File: config.mk
export PLATFORM = sky130hd
export DESIGN_NAME = movimento_scan_flat
export DESIGN_NICKNAME = d
export VERILOG_FILES = /design/src/rtl/movimento_scan_if.sv /design/src/rtl/movimento_scan.sv /design/src/flat_wrapper.sv
export SDC_FILE = /design/constraint.sdc
export NUM_CORES = 1
export LEC_CHECK = 0
export CAP_MARGIN = 5
export CORE_MARGIN = 2
export CORE_UTILIZATION = 25
export CTS_BUF_LIST = sky130_fd_sc_hd__clkbuf_4 sky130_fd_sc_hd__clkbuf_8
export DETAILED_ROUTE_END_ITERATION = 16
export SLEW_MARGIN = 20
export SYNTH_ARGS = -nofsm -noshare
export SYNTH_HDL_FRONTEND = slang
export SYNTH_SLANG_ARGS = --single-unit
File: constraint.sdc
create_clock -name clk -period 2.9 [get_ports clk]
set_input_delay 0.58 -clock clk [delete_from_list [all_inputs] [get_ports clk]]
set_output_delay 0.58 -clock clk [all_outputs]
set_load 0.1 [all_outputs]
File: src/rtl/movimento_scan_if.sv
// Car-controller signal bundle: call inputs and obstruction sensor in,
// floor/state/motor/door indications out.
interface movimento_scan_if #(
  parameter int N_FLOORS = 4,
  parameter int FLOOR_W  = 2
);
  logic [N_FLOORS-1:0] req;
  logic                obstruct;
  logic [FLOOR_W-1:0]  floor;
  logic [1:0]          state;
  logic                dir_up;
  logic                motor_up;
  logic                motor_dn;
  logic                door_open;
  logic                arrive;
  logic [N_FLOORS-1:0] pending;

  modport master (
    output req, obstruct,
    input  floor, state, dir_up, motor_up, motor_dn, door_open, arrive, pending
  );

  modport slave (
    input  req, obstruct,
    output floor, state, dir_up, motor_up, motor_dn, door_open, arrive, pending
  );
endinterface

File: src/rtl/movimento_scan.sv
// SCAN-order elevator motion controller: latches floor calls, steps the car one
// floor per travel period and times the door with an obstruction-aware counter.
module movimento_scan #(
  parameter int N_FLOORS      = 4,
  parameter int FLOOR_W       = 2,
  parameter int TRAVEL_CYCLES = 16,
  parameter int DOOR_CYCLES   = 8
) (
  input logic            clk,
  input logic            rst,
  movimento_scan_if.slave bus
);

  typedef enum logic [1:0] {
    S_IDLE    = 2'd0,
    S_MOVE_UP = 2'd1,
    S_MOVE_DN = 2'd2,
    S_DOOR    = 2'd3
  } state_t;

  localparam int TCNT_W = $clog2(TRAVEL_CYCLES + 1);
  localparam int DCNT_W = $clog2(DOOR_CYCLES + 1);
  localparam logic [TCNT_W-1:0]  TRAVEL_LAST = TCNT_W'(TRAVEL_CYCLES - 1);
  localparam logic [DCNT_W-1:0]  DOOR_LAST   = DCNT_W'(DOOR_CYCLES - 1);
  localparam logic [FLOOR_W-1:0] TOP_FLOOR   = FLOOR_W'(N_FLOORS - 1);

  state_t              r_state;
  logic [FLOOR_W-1:0]  r_floor;
  logic                r_dir_up;
  logic [N_FLOORS-1:0] r_pending;
  logic                r_arrive;
  logic [TCNT_W-1:0]   r_tcnt;
  logic [DCNT_W-1:0]   r_dcnt;

  state_t              w_state_nx;
  logic [FLOOR_W-1:0]  w_floor_nx;
  logic                w_dir_nx;
  logic [N_FLOORS-1:0] w_pending_nx;
  logic                w_arrive_nx;
  logic [TCNT_W-1:0]   w_tcnt_nx;
  logic [DCNT_W-1:0]   w_dcnt_nx;

  logic [N_FLOORS-1:0] w_pend_or;
  logic [N_FLOORS-1:0] w_clr;
  logic                w_above;
  logic                w_below;
  logic                w_here;
  logic [FLOOR_W-1:0]  w_floor_up;
  logic [FLOOR_W-1:0]  w_floor_dn;

  assign w_floor_up = r_floor + 1'b1;
  assign w_floor_dn = r_floor - 1'b1;

  // Call summary sees this cycle's requests so a fresh call is acted on at the next edge.
  always_comb begin
    w_pend_or = r_pending | bus.req;
    w_above   = 1'b0;
    w_below   = 1'b0;
    for (int i = 0; i < N_FLOORS; i++) begin
      if (i > int'(r_floor)) w_above = w_above | w_pend_or[i];
      if (i < int'(r_floor)) w_below = w_below | w_pend_or[i];
    end
    w_here = w_pend_or[r_floor];
  end

  always_comb begin
    w_state_nx  = r_state;
    w_floor_nx  = r_floor;
    w_dir_nx    = r_dir_up;
    w_arrive_nx = 1'b0;
    w_tcnt_nx   = '0;
    w_dcnt_nx   = '0;
    w_clr       = '0;
    case (r_state)
      S_IDLE: begin
        if (w_here) begin
          w_state_nx = S_DOOR;
        end else if (w_above && (r_dir_up || !w_below)) begin
          w_state_nx = S_MOVE_UP;
          w_dir_nx   = 1'b1;
        end else if (w_below) begin
          w_state_nx = S_MOVE_DN;
          w_dir_nx   = 1'b0;
        end
      end
      S_MOVE_UP: begin
        if (r_tcnt == TRAVEL_LAST) begin
          w_floor_nx  = w_floor_up;
          w_arrive_nx = 1'b1;
          if (w_pend_or[w_floor_up])       w_state_nx = S_DOOR;
          else if (w_floor_up == TOP_FLOOR) w_state_nx = S_IDLE;
        end else begin
          w_tcnt_nx = r_tcnt + 1'b1;
        end
      end
      S_MOVE_DN: begin
        if (r_tcnt == TRAVEL_LAST) begin
          w_floor_nx  = w_floor_dn;
          w_arrive_nx = 1'b1;
          if (w_pend_or[w_floor_dn])      w_state_nx = S_DOOR;
          else if (w_floor_dn == '0)      w_state_nx = S_IDLE;
        end else begin
          w_tcnt_nx = r_tcnt + 1'b1;
        end
      end
      S_DOOR: begin
        if (bus.obstruct || bus.req[r_floor]) begin
          w_dcnt_nx = '0;
        end else if (r_dcnt == DOOR_LAST) begin
          // Keep the current sweep direction while calls remain ahead.
          if (w_above && r_dir_up) begin
            w_state_nx = S_MOVE_UP;
          end else if (w_below && !r_dir_up) begin
            w_state_nx = S_MOVE_DN;
          end else if (w_above) begin
            w_state_nx = S_MOVE_UP;
            w_dir_nx   = 1'b1;
          end else if (w_below) begin
            w_state_nx = S_MOVE_DN;
            w_dir_nx   = 1'b0;
          end else begin
            w_state_nx = S_IDLE;
          end
        end else begin
          w_dcnt_nx = r_dcnt + 1'b1;
        end
      end
      default: w_state_nx = S_IDLE;
    endcase
    if (w_state_nx == S_DOOR) w_clr[w_floor_nx] = 1'b1;
    w_pending_nx = w_pend_or & ~w_clr;
  end

  always_ff @(posedge clk or posedge rst) begin
    if (rst) begin
      r_state   <= S_IDLE;
      r_floor   <= '0;
      r_dir_up  <= 1'b1;
      r_pending <= '0;
      r_arrive  <= 1'b0;
      r_tcnt    <= '0;
      r_dcnt    <= '0;
    end else begin
      r_state   <= w_state_nx;
      r_floor   <= w_floor_nx;
      r_dir_up  <= w_dir_nx;
      r_pending <= w_pending_nx;
      r_arrive  <= w_arrive_nx;
      r_tcnt    <= w_tcnt_nx;
      r_dcnt    <= w_dcnt_nx;
    end
  end

  assign bus.floor     = r_floor;
  assign bus.state     = r_state;
  assign bus.dir_up    = r_dir_up;
  assign bus.motor_up  = (r_state == S_MOVE_UP);
  assign bus.motor_dn  = (r_state == S_MOVE_DN);
  assign bus.door_open = (r_state == S_DOOR);
  assign bus.arrive    = r_arrive;
  assign bus.pending   = r_pending;

endmodule

File: src/flat_wrapper.sv
// flat-port wrapper written by rule: the top's interface ports become plain ports
module movimento_scan_flat 
#(
  parameter int N_FLOORS      = 4,
  parameter int FLOOR_W       = 2,
  parameter int TRAVEL_CYCLES = 16,
  parameter int DOOR_CYCLES   = 8
)
  (clk, rst, bus_req, bus_obstruct, bus_floor, bus_state, bus_dir_up, bus_motor_up, bus_motor_dn, bus_door_open, bus_arrive, bus_pending);
  movimento_scan_if #(.N_FLOORS(N_FLOORS), .FLOOR_W(FLOOR_W)) bus_i ();
  input logic clk;
  input logic rst;
  input wire logic [$bits(bus_i.req)-1:0] bus_req;
  input wire logic [$bits(bus_i.obstruct)-1:0] bus_obstruct;
  output wire logic [$bits(bus_i.floor)-1:0] bus_floor;
  output wire logic [$bits(bus_i.state)-1:0] bus_state;
  output wire logic [$bits(bus_i.dir_up)-1:0] bus_dir_up;
  output wire logic [$bits(bus_i.motor_up)-1:0] bus_motor_up;
  output wire logic [$bits(bus_i.motor_dn)-1:0] bus_motor_dn;
  output wire logic [$bits(bus_i.door_open)-1:0] bus_door_open;
  output wire logic [$bits(bus_i.arrive)-1:0] bus_arrive;
  output wire logic [$bits(bus_i.pending)-1:0] bus_pending;
  assign bus_i.req = bus_req;
  assign bus_i.obstruct = bus_obstruct;
  assign bus_floor = bus_i.floor;
  assign bus_state = bus_i.state;
  assign bus_dir_up = bus_i.dir_up;
  assign bus_motor_up = bus_i.motor_up;
  assign bus_motor_dn = bus_i.motor_dn;
  assign bus_door_open = bus_i.door_open;
  assign bus_arrive = bus_i.arrive;
  assign bus_pending = bus_i.pending;
  movimento_scan #(.N_FLOORS(N_FLOORS), .FLOOR_W(FLOOR_W), .TRAVEL_CYCLES(TRAVEL_CYCLES), .DOOR_CYCLES(DOOR_CYCLES)) u_core (.clk(clk), .rst(rst), .bus(bus_i));
endmodule
Word level (Yosys, flattened, before mapping)
Cells that the tools add are included.
{"block": "word_totals", "word_cells": 106, "regBits": 19, "output_inout_bits": 13}
{"block": "op_classes", "eq_ne": 12, "bitwise": 7, "reduce_logical": 13, "mux": 52, "n_addsub": 4, "order_cmp": 11}
{"operator": "two-way mux 2 bit", "count": 17}
{"operator": "two-way mux 1 bit", "count": 21}
{"operator": "two-way mux 4 bit", "count": 4}
{"operator": "< comparator 2 x 3 -> 1 bit (second input constant)", "count": 4}
{"operator": "two-way mux 5 bit", "count": 2}
{"operator": "binary-select mux 1 bit (select 2 bit)", "count": 4}
{"operator": "equality test 2 bit (second input constant)", "count": 4}
{"operator": "!= test 2 bit (second input constant)", "count": 4}
{"operator": "case mux 2 bit (4 select lines)", "count": 1}
{"operator": "AND reduction 6 bit", "count": 1}
{"operator": "adder 5 x 1 -> 5 bit (second input constant)", "count": 1}
{"operator": "equality test 5 x 4 -> 1 bit (second input constant)", "count": 1}
{"operator": "adder 4 x 1 -> 4 bit (second input constant)", "count": 1}
{"operator": "bitwise AND 4 bit", "count": 1}
{"operator": "equality test 4 x 3 -> 1 bit (second input constant)", "count": 1}
{"operator": "> comparator 2 bit (first input constant)", "count": 2}
{"operator": "logical AND 1 bit", "count": 4}
{"operator": "logical NOT 2 bit", "count": 2}
{"operator": "< comparator 1 x 2 -> 1 bit (first input constant)", "count": 2}
{"operator": "NOT 4 bit", "count": 1}
{"operator": "bitwise OR 1 bit", "count": 4}
{"operator": "bitwise OR 4 bit", "count": 1}
{"operator": "case mux 2 bit (2 select lines)", "count": 1}
{"operator": "adder 2 x 1 -> 2 bit (second input constant)", "count": 1}
{"operator": "other kinds (12)", "count": 14}

Logic depth before layout (Yosys ltp)
{"block": "logic_depth", "depth_word": 17, "depth_mapped": 8}

Least setup slack after synthesis
OpenSTA, ideal clock, no wires.
{"block": "synth_path", "path_kind": "flip-flop to flip-flop", "startpoint": "register u_core.r_state[1] (netlist: u_core.bus.state[1])", "endpoint": "register u_core.r_pending[0] (netlist: u_core.bus.pending[0])", "path_buffers": 0, "arrival_ps": 3123, "stages_incl_launch_ff": 7, "setup_slack_ps": -367, "cell_sequence": "dfrtp_1 > ha_1 > or3b_4 > a2111oi_4 > a2111oi_2 > a21oi_2 > a41oi_1"}
{"block": "synth_via", "word_cells_on_any_way": 26, "cone_classes": "order compare (2); eq/ne (4); mux (16); bitwise (2); reduce/logical (2)"}
{"item": "from (decl)", "line_no": "movimento_scan.sv:27", "text": "state_t r_state;"}
{"item": "from (signal assigned)", "line_no": "movimento_scan.sv:144", "text": "r_state <= w_state_nx;"}
{"item": "equality test 2 bit"}
{"item": "via bus_door_open", "line_no": "flat_wrapper.sv:20", "text": "output wire logic [$bits(bus_i.door_open)-1:0] bus_door_open;"}
{"item": "case mux 2 bit (4 select lines)", "line_no": "movimento_scan.sv:74", "text": "case (r_state)"}
{"item": "via u_core.w_state_nx[1]", "line_no": "movimento_scan.sv:35", "text": "state_t w_state_nx;"}
{"item": "equality test 2 bit", "line_no": "movimento_scan.sv:130", "text": "if (w_state_nx == S_DOOR) w_clr[w_floor_nx] = 1'b1;"}
{"item": "two-way mux 4 bit", "line_no": "movimento_scan.sv:130"}
{"item": "NOT 4 bit", "line_no": "movimento_scan.sv:131", "text": "w_pending_nx = w_pend_or & ~w_clr;"}
{"item": "bitwise AND 4 bit", "line_no": "movimento_scan.sv:131"}
{"item": "via u_core.w_pending_nx[0]", "line_no": "movimento_scan.sv:38", "text": "logic [N_FLOORS-1:0] w_pending_nx;"}
{"item": "to (signal assigned)", "line_no": "movimento_scan.sv:147", "text": "r_pending <= w_pending_nx;"}
{"item": "to (decl)", "line_no": "movimento_scan.sv:30", "text": "logic [N_FLOORS-1:0] r_pending;"}
The timed path passes the listed nets, and every way through them passes these cells.
A chain may end at the register's enable or synchronous reset.

Worst setup path in the final report
{"block": "layout_path", "startpoint": "input bus_req[2]", "endpoint": "register u_core.r_pending[2] (netlist: u_core.bus.pending[2])"}
{"block": "layout_via", "elab_chain_cells": 15, "word_cells_on_any_way": 39, "cone_classes": "eq/ne (1); mux (26); bitwise (6); reduce/logical (6)"}
{"item": "from (decl)", "line_no": "flat_wrapper.sv:13", "text": "input wire logic [$bits(bus_i.req)-1:0] bus_req;"}
{"item": "bitwise OR 4 bit", "line_no": "movimento_scan.sv:56", "text": "w_pend_or = r_pending | bus.req;"}
{"item": "bitwise OR 1 bit", "line_no": "movimento_scan.sv:60", "text": "if (i > int'(r_floor)) w_above = w_above | w_pend_or[i];"}
{"item": "two-way mux 1 bit", "line_no": "movimento_scan.sv:60"}
{"item": "bitwise OR 1 bit", "line_no": "movimento_scan.sv:60"}
{"item": "two-way mux 1 bit", "line_no": "movimento_scan.sv:60"}
{"item": "two-way mux 2 bit", "line_no": "movimento_scan.sv:115", "text": "end else if (w_above) begin"}
{"item": "two-way mux 2 bit", "line_no": "movimento_scan.sv:113", "text": "end else if (w_below && !r_dir_up) begin"}
{"item": "two-way mux 2 bit", "line_no": "movimento_scan.sv:111", "text": "if (w_above && r_dir_up) begin"}
{"item": "two-way mux 2 bit", "line_no": "movimento_scan.sv:109", "text": "end else if (r_dcnt == DOOR_LAST) begin"}
{"item": "two-way mux 2 bit", "line_no": "movimento_scan.sv:107", "text": "if (bus.obstruct || bus.req[r_floor]) begin"}
{"item": "case mux 2 bit (4 select lines) (*)", "line_no": "movimento_scan.sv:74"}
{"item": "via u_core.w_state_nx[1]", "line_no": "movimento_scan.sv:35"}
{"item": "equality test 2 bit (*)", "line_no": "movimento_scan.sv:130"}
{"item": "two-way mux 4 bit (*)", "line_no": "movimento_scan.sv:130"}
{"item": "NOT 4 bit (*)", "line_no": "movimento_scan.sv:131"}
{"item": "bitwise AND 4 bit (*)", "line_no": "movimento_scan.sv:131"}
{"item": "via u_core.w_pending_nx[2]", "line_no": "movimento_scan.sv:38"}
Mark *: on every way through the listed nets, which the timed path passes. The rest lies on a longest branch. The select of a mux whose other input is x is not followed.

==> flow_metrics.py <==
metrics = {
    "status": {
        "status": "completed",
    },
    "power": {
        "internal_power_mw": 0.625,
        "total_power_mw": 1.33,
        "peakVddDrop_uv": 515,
        "leakagePower_nw": 0.664,
        "power.switching_mw": 0.708,
        "combPwrFrac_pct": 58.0,
        "power_switching_share_pct": 53.1,
        "powerDensity_nw_per_um2": 856,
        "clock_power_share_pct": 14.8,
        "seqPwrFrac_pct": 27.2,
    },
    "global_route": {
        "grt_max_degree": 20,
        "antenna_found_initial": 0,
        "grt_usage_pct": 11.3,
        "top_usage_layer": "met2",
        "use_met2_pct": 18.4,
        "grt_pass1_vias": 996,
        "use_met3_pct": 2.85,
        "grt_util_met1_pct": 15.7,
        "grt_first_pass_wirelength_um": 4810,
        "grt-ovfl-total": 0,
    },
    "clock_tree": {
        "numCtsBuffers": 3,
        "clk_pin_slew_ps": 80,
        "postCtsSetupBuffers": 0,
        "cts_tree": "yes",
        "cts_resized": 0,
        "clkSinkCount": 19,
        "postCtsHoldBufs": 0,
        "clk_latency_ps": 260,
        "clockBufferDepth": 2,
        "cts-root-buf": "clkbuf_8",
        "cts_htree_levels": 1,
    },
    "yosys": {
        "yosysWarnings": 0,
        "ys_types": 39,
        "post_synth.cell_area_avg_um2": 10.3,
        "yosys-top-cells-count": "dfrtp_1 (18), nor2_1 (13), ha_1 (11), o21ai_0 (11), inv_1 (9)",
        "ys_seq_area_share_pct": 38.4,
        "synth.most_common_cell": "dfrtp_1",
        "synthCells": 121,
        "ys.flop_type": "dfrtp_1",
        "ys_top_cells_by_area": "dfrtp_1 (36%), ha_1 (11%), mux4_2 (7.3%), o21ai_0 (4.4%), nor2_1 (3.9%)",
        "async_flop_share_pct": 100,
        "synth-seq-cells": 19,
        "netlist_area_um2": 1240,
        "synth_edf_count": 0,
        "syn_nets": 139,
        "synth_top_area_cell": "dfrtp_1",
        "synth_top_area_share_pct": 36.3,
    },
    "placed_design": {
        "pre_cts_ws_ps": 29.1,
        "placed_area_um2": 1510,
        "gp_congestion": 0.792,
        "dp_hpwl_um": 2240,
        "io_buffers": 19,
        "dp.cells": 209,
    },
    "min_path": {
        "hold_class": "reg -> reg",
    },
    "floorplanning": {
        "io_pins": 20,
        "num_rows": 25,
        "die_w_um": 74.5,
        "die_area_um2": 5550,
        "die_h_um": 74.5,
        "core_area_um2": 4750,
        "start_util_pct": 26.1,
    },
    "timing": {
        "clock_skew_ps": 1.87,
        "fin_hold_ws_ps": 466,
        "slew_headroom_pct": 50.5,
        "worst_slack_ps": 322,
        "maxSlewViolCount": 0,
        "final_hold_viol_count": 0,
        "setup_violations": 0,
        "finalCriticalPeriod_ps": 2580,
        "worst_slew_pin_slew_ps": 742,
        "rsz0062_at_grt": "no",
        "max_freq_mhz": 388,
        "tns_ps": 0,
        "fin_crit_sh_pct": 88.9,
    },
    "critical_path": {
        "crit_type": "in -> reg",
        "crit_path_start_kind": "primary input",
        "crit_required_ps": 3030,
        "arrival_ps": 2700,
        "worst_setup_path_end_kind": "flop",
        "critPathMaxFanout": 6,
    },
    "route": {
        "post_drt_wl_per_cell_um": 13.9,
        "vias_per_cell": 4.71,
        "first_pass_iters": 4,
        "antenna_left": 0,
        "num_vias": 1004,
        "drt-initial-drc-count": 45,
        "route.detailed.drc": 0,
        "drt-total-wl_um": 2950,
    },
    "cells_and_area": {
        "n_fill_cell": 516,
        "stdcell_count": 213,
        "diodes": 0,
        "syn2layout_area_growth_pct": 25.4,
        "layout-drive-gt1-share_pct": 24.0,
        "final_area_um2": 1560,
        "layout.nets": 165,
        "postLayoutCoreUtil_pct": 32.8,
    },
    "run": {
        "cap_viol_max_count": 0,
    },
}
==> registers in the layout (all words and copies together), names as in the netlist <==
register / flops
u_core.bus.dir_up: 1
u_core.r_tcnt: 5
u_core.r_dcnt: 4
u_core.bus.pending: 4
u_core.bus.floor: 2
u_core.bus.arrive: 1
u_core.bus.state: 2
==> critical path, stage by stage <==
cell and delay [ps]:
clkdlybuf4s50_1 440, mux4_2 510, or3b_4 460, a2111oi_4 240
a2111oi_2 90, a21oi_2 220, a41oi_1 160
==> final cells by class <==
class                           count  area (um^2)  share of cell area (%)
Multi-Input combinational cell     92          731                    46.9
Sequential cell                    19          480                    30.8
Timing Repair Buffer               22          180                    11.6
Tap cell                           67         83.8                    5.38
Clock buffer                        3         41.3                    2.65
Inverter                            9         33.8                    2.17
Clock inverter                      1         7.51                   0.482
==> cells by family after synthesis <==
| group | Yosys count | synth area share, % |
|---|---|---|
| DFF | 19 | 38.4 |
| AOI/OAI and AO/OA | 33 | 20.2 |
| buffers and inverters | 10 | 3.02 |
| and+or+nand+nor | 41 | 17.9 |
| muxes | 4 | 7.25 |
| adders and majority gates | 11 | 11.1 |
| xor gates and xnor gates | 3 | 2.12 |
==> final timing paths <==
kind | from | endpoint | slack (ps) | depth (start not counted)
setup / recovery | bus_req[2] | u_core.bus.pending[2] | 320 | 7
min in group asynchronous | rst | u_core.r_dcnt[2] | 750 | 2
max in group asynchronous | rst | u_core.bus.floor[0] | 1640 | 2
setup reg to reg | u_core.bus.floor[1] | u_core.bus.pending[2] | 360 | 7
hold / removal | u_core.r_tcnt[0] | u_core.r_tcnt[0] | 470 | 1
hold reg to reg | u_core.r_tcnt[0] | u_core.r_tcnt[0] | 470 | 1
==> power by group through the flow <==
stage | Clock (mW) | Combinational (mW) | Sequential, mW
4_1_cts | 0.202 | 0.777 | 0.364
3_3_place_gp | 0 | 0.777 | 0.368
3_5_place_dp | 0 | 0.770 | 0.369
2_1_floorplan | 0 | 0.455 | 0.513
6_report | 0.197 | 0.773 | 0.363
5_1_grt | 0.219 | 0.823 | 0.374
==> placed cells by master, fill, tap and decap left out, types with 5 or more instances in the layout <==
cell type,netlist,final
buf_4,0,16
dfrtp_1,18,15
nor2_1,13,13
o21ai_0,11,11
ha_1,11,10
inv_1,9,9
and2_1,6,6
clkdlybuf4s50_1,0,6
nand2_1,5,5
==> metal layers <==
layer / vias up / wire, um / part of all wire (%)
li1: 497 / - / -
met1: 483 / 1320 / 45
met2: 22 / 1480 / 50
met3: 2 / 134 / 4.5
met4: 0 / 18 / 0.61
met5: - / 0 / 0
Note: power is estimated with default switching activity, not from simulation.
